**src/rtl/instr_fetch_unit.sv**
```systemverilog
// Sequential RV32I fetch front end: one outstanding imem request, valid/ready issue to decode.
// Optional build macro ALIGN_CHECK_EN adds a FAULT state for misaligned redirect targets.
module instr_fetch_unit #(
  parameter logic [31:0] RESET_PC = 32'h0000_0000
) (
  input  logic        clk,
  input  logic        rst_n,
  output logic        imem_req,
  output logic [31:0] imem_addr,
  input  logic        imem_gnt,
  input  logic        imem_rvalid,
  input  logic [31:0] imem_rdata,
  input  logic        redirect_valid,
  input  logic [31:0] redirect_pc,
  output logic        inst_valid,
  input  logic        inst_ready,
  output logic [31:0] inst,
  output logic [31:0] inst_pc,
  output logic [6:0]  opcode,
  output logic [2:0]  funct3,
  output logic [6:0]  funct7,
  output logic        fetch_fault
);

  typedef enum logic [2:0] {StIdle, StReq, StWait, StHold, StFault} state_e;

  state_e      state_q, state_d;
  logic [31:0] pc_q, pc_d;
  logic [31:0] inst_q, inst_d;
  logic [31:0] inst_pc_q, inst_pc_d;
  logic        discard_q, discard_d;
  logic [31:0] redirect_tgt;
  logic        redirect_bad;
  logic        accept;
  state_e      redirect_state;

`ifdef ALIGN_CHECK_EN
  assign redirect_tgt = redirect_pc;
  assign redirect_bad = |redirect_pc[1:0];
  assign fetch_fault  = (state_q == StFault);
`else
  logic unused_redirect_bits;
  assign unused_redirect_bits = ^redirect_pc[1:0];
  assign redirect_tgt = {redirect_pc[31:2], 2'b00};
  assign redirect_bad = 1'b0;
  assign fetch_fault  = 1'b0;
`endif

  assign imem_req       = (state_q == StReq);
  assign imem_addr      = pc_q;
  assign inst_valid     = (state_q == StHold);
  assign accept         = imem_req & imem_gnt;
  assign redirect_state = redirect_bad ? StFault : StReq;

  assign inst    = inst_q;
  assign inst_pc = inst_pc_q;
  assign opcode  = inst_q[6:0];
  assign funct3  = inst_q[14:12];
  assign funct7  = inst_q[31:25];

  always_comb begin
    state_d   = state_q;
    pc_d      = pc_q;
    inst_d    = inst_q;
    inst_pc_d = inst_pc_q;
    discard_d = discard_q;
    unique case (state_q)
      StIdle: begin
        state_d = StReq;
        if (redirect_valid) begin
          pc_d    = redirect_tgt;
          state_d = redirect_state;
        end
      end
      StReq: begin
        if (redirect_valid) begin
          pc_d = redirect_tgt;
          if (accept) begin
            // The accepted request belongs to the old stream; its response must be dropped.
            discard_d = 1'b1;
            state_d   = redirect_bad ? StFault : StWait;
          end else begin
            state_d = redirect_state;
          end
        end else if (accept) begin
          state_d = StWait;
        end
      end
      StWait: begin
        if (redirect_valid) begin
          pc_d      = redirect_tgt;
          discard_d = ~imem_rvalid;
          if (redirect_bad)     state_d = StFault;
          else if (imem_rvalid) state_d = StReq;
        end else if (imem_rvalid) begin
          if (discard_q) begin
            discard_d = 1'b0;
            state_d   = StReq;
          end else begin
            inst_d    = imem_rdata;
            inst_pc_d = pc_q;
            pc_d      = pc_q + 32'd4;
            state_d   = StHold;
          end
        end
      end
      StHold: begin
        if (redirect_valid) begin
          pc_d    = redirect_tgt;
          state_d = redirect_state;
        end else if (inst_ready) begin
          state_d = StReq;
        end
      end
`ifdef ALIGN_CHECK_EN
      StFault: begin
        if (imem_rvalid) discard_d = 1'b0;
        if (redirect_valid) begin
          pc_d = redirect_tgt;
          // Keep a single outstanding request: drain a pending stale response first.
          if (!redirect_bad) state_d = (discard_q && !imem_rvalid) ? StWait : StReq;
        end
      end
`endif
      default: state_d = StIdle;
    endcase
  end

  always_ff @(posedge clk or negedge rst_n) begin
    if (!rst_n) begin
      state_q   <= StIdle;
      pc_q      <= RESET_PC;
      inst_q    <= '0;
      inst_pc_q <= '0;
      discard_q <= 1'b0;
    end else begin
      state_q   <= state_d;
      pc_q      <= pc_d;
      inst_q    <= inst_d;
      inst_pc_q <= inst_pc_d;
      discard_q <= discard_d;
    end
  end

endmodule

```
**config.mk**
```make
export PLATFORM = sky130hd
export DESIGN_NAME = instr_fetch_unit
export DESIGN_NICKNAME = d
export VERILOG_FILES = /design/src/rtl/instr_fetch_unit.sv
export SDC_FILE = /design/constraint.sdc
export NUM_CORES = 1
export LEC_CHECK = 0
export CORE_UTILIZATION = 43
export CTS_CLUSTER_SIZE = 40
export DETAILED_ROUTE_END_ITERATION = 8
export HOLD_SLACK_MARGIN = 0.03
export PLACE_DENSITY = 0.89
export SYNTH_ARGS = -nofsm -noshare
export SYNTH_HDL_FRONTEND = slang
export SYNTH_SLANG_ARGS = --single-unit
```
**constraint.sdc**
```tcl
create_clock -name clk -period 2.57 [get_ports clk]
set_input_delay 0.514 -clock clk [delete_from_list [all_inputs] [get_ports clk]]
set_output_delay 0.514 -clock clk [all_outputs]
set_load 0.03 [all_outputs]
```
==> summary.md, run 1 <==
| Metric | Value |
|---|---|
| Status | completed |
| Vias in the first global route | 4,139 |
| Post-CTS sizing | 0 |
| H-tree depth | 3 |
| Setup CP Type | reg2reg |
| Async S/R FF share, synth | 100% |
| RD Place Congestion | 0.863 |
| Non-filler instance count after layout | 821 |
| Slowest CP cell | or4_1 |
| Cell type with the largest total area after synthesis | dfrtp_1 |
| Fmax | about 430 MHz |
| Seq/Total Area, Yosys | 53.4% |
| Largest net degree at the start of global routing | between 50 and 60 |
| Synth Register Bits | 95 |
| Inst Count DP | 805 |
| Max stage delay on crit path | 0.78 ns |
| Mapped Area | 4460 sq um |
| WP buf/inv | 0 |
| Compound-gate portion of the synthesized area | 9.07% |
| I/O Buffers | between 150 and 200 |
| Register area | 2380 sq um |
| Initial Utilization | 45.0% |
| Cts bufs inserted | 9 |
| Share of cells above drive strength 1 | 6.98% |
| 1st-iter DRT viols | 215 |
| Fill count | 808 |
| Clk_skew | 0.00708 ns |
| Hold Vio Cnt, Final | 0 |
| Gr ovfl total | 0 |
| CP Launch Type | flop |
| Pre-CTS WS | 0.0482 ns |
| Worst-Margin Slew | 0.610 ns |
| DRC Markers | 0 |
| All-Layer GR Usage | 24.2% |
| Area grow syn2layout | 47.5% |
| FF-to-FF path depth | 5 |
| Critical Path Sink | imem_addr[28] |
| # setup viols final | 0 |
| Vias per inst | 5.10 |
| Slew headroom | 59.4% |
| Yosys warning count | 0 |
| Critical path capture point type | flop |
| Worst-path maximum fanout | 8 |
| N_diodes | 0 |
| CP arrival | between 2 and 3 ns |
| Final Core Density | roughly two thirds |
| Detailed Place HPWL | between 9 and 10 mm |
| Simple-Gate Fraction of Synth Area | between 20% and 30% |
| Leakage | 3.00 nW |
| TritonCTS clock tree | done |
| First-pass GRT wire length | 20.8 mm |
| Setup TNS | 0 ns |
| Most frequent cell after synthesis | nand2_1 |
| Critical path's top delay family | simple AND/OR/NAND/NOR gates |
| Synth top area share | 53.4% |
| Count of cell types in the netlist | 44 |
| Clk slew on worst S/H paths | 0.09 ns |
| Number of nets with antenna violations after routing | 0 |
| Main combinational cell family by area after synthesis | simple AND/OR/NAND/NOR gates |
| DR WL/cell | 15.3 um |
| Stages on worst setup path | 5 |
| Post-synth top cells | 212 x nand2_1, 95 x dfrtp_1, 27 x clkbuf_1 |
| DIE AREA | ~11,000 sq um |
| Mux cell area share after synthesis | less than 1% |
| Post-CTS setup buffers | 0 |
| Critical path required time | 2.80 ns |
| R2r setup slk | 0.24 ns |
| Worst ir drop on vdd | 0.000397 V |
| PD cells | roughly 660 nW/um^2 |
| Slew Viols, Final | 0 |
| CP Launch Point | imem_addr[2] |
| Critical R2R Capture | imem_addr[28] |
| CP Cell Sequence | ha_1, nand4_1, or4_1, nor4_1, a311oi_1 |
| Clk_lat worst skew | 0.36 ns |
| Hold WC Path Type | in2async |
| Nets | 754 |
| Post-synthesis adder-cell area fraction | less than 1% |
| Final WL | 12.6 mm |
| Width of the chip | roughly 100 um |
| Syn_area_per_cell | 8.58 sq um |
| Root Driver | clkbuf_8 |
| Die Span Y | 104 um |
| Cts hold-fix bufs | 0 |
| Max_cap viols | 0 |
| RSZ-0062 raised after global routing | no |
| EDFF count, synth | 0 |
| Main flop type after synthesis | dfrtp_1 |
| Final min period | 2.33 ns |
| Via Count | 4,190 |
| Ports | 186 |
| Pre-antenna DRT Iters | 5 |
| Synth area leaders | dfrtp_1 53%, nand2_1 18%, buf_4 3.7% |
| Crit share post-route | 90.6% |
| Deepest clock path buffer count | 2 |
| Synth Area in XOR/XNOR | 1.97% |
| Initial antenna violation count | 0 |
| CORE AREA | 9910 sq um |
| Multi-input logic area | 1810 sq um |
| Worst r2r src | imem_addr[2] |
| Clock Sinks | 95 |
| Row cnt | 36 |
| Cells after Synth | 519 |
| Worst setup margin | 0.242 ns |
[per-stage QoR]
stage	instance area (sq um)	total power, mW	hold WS [ns]
after floorplan	4470	2.55	0.218
after global placement	6330	3.15	0.457
after detailed placement	6330	3.19	0.463
after CTS	6570	4.38	0.154
after global routing	6570	4.53	0.192
final	6570	4.35	0.150
[power by group]
| part | internal [mW] | total, mW | switching [mW] |
|---|---|---|---|
| logic | 0.572 | 1.32 | 0.751 |
| clock network | 0.649 | 1.18 | 0.529 |
| registers | 1.66 | 1.84 | 0.185 |
[worst min path at each step]
stage                        endpoint         from  slack, ns  cells past startpoint
after global placement    inst_pc[26]  inst_pc[26]       0.46                      2
final                        inst[21]        rst_n       0.15                      1
after CTS                    inst[22]        rst_n       0.15                      1
after global routing         inst[22]        rst_n       0.19                      1
after detailed placement  inst_pc[24]  inst_pc[24]       0.46                      2
after floorplan             discard_q        rst_n       0.22                      0
[area by class of cell]
class | instances | share of cell area, %
Sequential cell | 95 | 36.2
Timing Repair Buffer | 201 | 29.9
Multi-Input combinational cell | 373 | 27.5
Tap cell | 133 | 2.53
Clock buffer | 9 | 1.88
Clock inverter | 7 | 1.85
Inverter | 3 | 0.171
[kinds of logic after synthesis]
group           count (synthesis)
compound gates                 65
xor+xnor                       10
fa+ha+maj                       1
buf+inv                        55
flops                          95
mux                             1
other cells                     1
simple gates                  291
[sequential cells by signal (all words and copies together) (netlist names)]
signal	flops
inst_pc	30
imem_addr	30
discard_q	1
state_q	2
inst	32
[routing by layer]
layer	share of wire (%)	wire [um]	up-vias	global-route usage [%]
met3	6.4	800	18	5.48
met2	51	6450	175	42.4
met4	1.8	224	0	7.45
met1	40	5080	1982	29.8
li1	-	-	2015	-
met5	0	0	-	0
[layout by cell type (no fill, tap or decap), drive strengths merged, types with 2 or more instances in the layout]
cell           instances
bufinv                 3
nor4                   2
buf                   24
nor3b                  2
or2                    2
o22ai                  5
clkbuf                 9
nand3                  8
a21oi                 14
xnor2                  7
and2                   2
nand4                  6
nor3                  14
nor2                  20
or3                    3
o21ai                 21
clkinv                 5
dfrtp                 95
a311oi                 3
nand2                212
conb                   5
clkdlybuf4s50        177
a31oi                  5
o22a                   4
nor2b                  3
a221o                  2
inv                    2
xor2                   3
and3                   7
a211oi                 6
and4                   6
(Power assumes the default switching activity.)
==> run 2: changes to the inputs <==
--- a/config.mk
+++ b/config.mk
@@ -8,7 +8,7 @@
 export CORE_UTILIZATION = 43
 export CTS_CLUSTER_SIZE = 40
 export DETAILED_ROUTE_END_ITERATION = 8
-export HOLD_SLACK_MARGIN = 0.03
+export HOLD_SLACK_MARGIN = 0.15
 export PLACE_DENSITY = 0.89
 export SYNTH_ARGS = -nofsm -noshare
 export SYNTH_HDL_FRONTEND = slang
==> results of run 2 <==
No change in the layout: final DEF, timing and power equal those of run 1.
==> run 3: changes to the inputs <==
--- a/config.mk
+++ b/config.mk
@@ -5,11 +5,13 @@
 export SDC_FILE = /design/constraint.sdc
 export NUM_CORES = 1
 export LEC_CHECK = 0
-export CORE_UTILIZATION = 43
+export CORE_UTILIZATION = 44
+export CTS_BUF_LIST = sky130_fd_sc_hd__clkbuf_2 sky130_fd_sc_hd__clkbuf_4 sky130_fd_sc_hd__clkbuf_8
 export CTS_CLUSTER_SIZE = 40
 export DETAILED_ROUTE_END_ITERATION = 8
 export HOLD_SLACK_MARGIN = 0.15
-export PLACE_DENSITY = 0.89
+export PLACE_DENSITY = 0.9
+export SKIP_CTS_REPAIR_TIMING = 1
 export SYNTH_ARGS = -nofsm -noshare
 export SYNTH_HDL_FRONTEND = slang
 export SYNTH_SLANG_ARGS = --single-unit
==> run 3 against run 2 <==
  * Clock power decreased by 17%
  * Via count increased by 2.1%
  * Power decreased by 4.8%
  * Clock skew increased by 0.0036 ns
  * Routed wire length decreased by 0.68%
  * Sequential cell count unchanged
  * Setup slack improved by 0.060 ns
  * Critical path type unchanged
==> summary.md, run 3 (synthesized netlist as in run 1, its figures left out) <==
| Metric | Value |
|---|---|
| Ports | 186 (unchanged) |
| Setup CP Type | reg2reg |
| Leakage | 2.98 nW (-0.88%) |
| Hold WC Path Type | in2async |
| Deepest clock path buffer count | 2 (unchanged) |
| Worst r2r src | imem_addr[3] |
| Multi-input logic area | 1820 sq um (+0.55%) |
| N_diodes | 0 (unchanged) |
| Area grow syn2layout | 46.6% |
| Clk slew on worst S/H paths | 0.09 ns (about the same) |
| Clk pwr share | 23.6% (-3.5 points) |
| Setup TNS | 0 ns (unchanged) |
| CP Cell Sequence | ha_1, nand4_1, or4_4, nor3_4, mux2i_1, a221o_1 |
| Critical path required time | 2.80 ns (about the same) |
| RD Place Congestion | 0.831 (-3.7%) |
| DR WL/cell | 15.3 um (-0.19%) |
| RSZ-0062 raised after global routing | no |
| CORE AREA | 9770 sq um (-1.4%) |
| I/O Buffers | 178 (unchanged) |
| TritonCTS clock tree | done |
| Final min period | 2.27 ns (-0.0604 ns) |
| Psw | 1.41 mW (-3.6%) |
| Number of nets with antenna violations after routing | 0 (unchanged) |
| Hold Vio Cnt, Final | 0 (unchanged) |
| Slew Viols, Final | 0 (unchanged) |
| Area post-placement | 6330 sq um (about the same) |
| Initial Utilization | 45.6% (+0.62 points) |
| Critical path capture point type | flop |
| 1st-iter DRT viols | 219 (+1.9%) |
| CP arrival | 2.49 ns (-0.07 ns) |
| Fill count | 764 (-5.4%) |
| Pre-antenna DRT Iters | 5 (unchanged) |
| Slew headroom | 56.0% (-3.4 points) |
| DRC Markers | 0 (unchanged) |
| Fmax | 441 MHz (+2.7%) |
| PD cells | 633 nW/um^2 (-4.2%) |
| Final WL | 12.5 mm (-0.68%) |
| Most frequent cells in the layout | 211 x nand2_1, 177 x clkdlybuf4s50_1, 95 x dfrtp_1 |
| DIE AREA | 10,500 sq um (-2.2%) |
| Worst-Margin Slew | 0.660 ns (+0.0503 ns) |
| Combinational power share | 31.7% (+1.2 points) |
| Nets | 753 (-0.13%) |
| Vias in the first global route | 4,059 (-1.9%) |
| Vias per inst | 5.24 (+2.6%) |
| Row cnt | 36 (unchanged) |
| H-tree depth | 3 (unchanged) |
| Root Driver | clkbuf_8 |
| CP Launch Type | flop |
| Register area | 2380 sq um (unchanged) |
| Via Count | 4,277 (+2.1%) |
| Slowest CP cell | or4_4 |
| WP buf/inv | 0 (unchanged) |
| Gr ovfl total | 0 (unchanged) |
| Worst ir drop on vdd | 0.000358 V (-9.7%) |
| Width of the chip | 103 um (-1.1%) |
| Max FFs per register | 32 (unchanged) |
| Share of cells above drive strength 1 | 6.73% (-0.25 points) |
| CP Launch Point | imem_addr[3] |
| Sw Share | 34.2% (+0.45 points) |
| Status | completed |
| Crit share post-route | 88.2% (-2.4 points) |
| Clk_lat worst skew | 0.35 ns (about the same) |
| Largest net degree at the start of global routing | 52 (unchanged) |
| Final Core Density | 66.8% (+0.49 points) |
| Critical path's top delay family | simple AND/OR/NAND/NOR gates |
| First-pass GRT wire length | 19.7 mm (-5.3%) |
| Most common cell after layout, fill and taps aside | nand2_1 |
| Worst-path maximum fanout | 8 (unchanged) |
| Detailed Place HPWL | 9.41 mm (+1.2%) |
| Initial antenna violation count | 0 (unchanged) |
| Clock Sinks | 95 (unchanged) |
| Max stage delay on crit path | 0.66 ns (-0.12 ns) |
| Max_cap viols | 0 (unchanged) |
| R2r setup slk | 0.30 ns (+0.06 ns) |
| Die Span Y | 103 um (-1.1%) |
| Flop pwr share | 44.7% (+2.3 points) |
| Post-route cell area | 6530 sq um (-0.63%) |
| Int Pwr | 2.72 mW (-5.5%) |
| Cts bufs inserted | 9 (unchanged) |
| Clk_skew | 0.0107 ns (+0.00362 ns) |
| All-Layer GR Usage | 24.4% (+0.18 points) |
| # setup viols final | 0 (unchanged) |
run 3: path summary, 6_finish.rpt:
path / end / cells past startpoint
worst max-delay path: imem_addr[30] / 6
worst min-delay path: inst[25] / 1
worst max register to register: imem_addr[30] / 6
worst min register to register: inst[24] / 2
max in group asynchronous: inst[3] / 2
min in group clk: inst[24] / 2
run 3: routing by layer:
metal / up-vias / part of all wire [%] / wire, um / GRT usage [%]
met5: - / 0 / 0 / 0
met4: 0 / 3.1 / 382 / 12.0
met3: 28 / 7.4 / 919 / 4.14
met2: 192 / 50 / 6210 / 40.2
met1: 2042 / 40 / 4960 / 31.3
li1: 2015 / - / - / -
run 3: cell type report:
type / count / share of cell area [%]
clock inverters: 1 / 0.460
flip-flops and latches: 95 / 36.4
well taps: 133 / 2.55
multi-input cells: 373 / 27.8
clock buffers: 12 / 2.43
inverters: 3 / 0.172
repair buffers: 200 / 30.2
run 3: power by group through the flow:
| stage | Combinational [mW] | Clock (mW) | Sequential (mW) |
|---|---|---|---|
| after floorplan | 0.427 | 0 | 2.13 |
| after global placement | 1.28 | 0 | 1.86 |
| after detailed placement | 1.31 | 0 | 1.87 |
| after CTS | 1.32 | 1.00 | 1.85 |
| after global routing | 1.40 | 1.06 | 1.88 |
| final | 1.31 | 0.975 | 1.85 |
run 3: per-stage QoR:
step	setup slack [ns]	hold WS, ns	instances	total power, mW
floorplan	0.279	0.218	523	2.55
global placement	0.139	0.459	804	3.14
detailed placement	0.0470	0.461	804	3.19
CTS	0.160	0.203	817	4.17
global route	0.151	0.228	817	4.33
finish	0.302	0.187	817	4.14
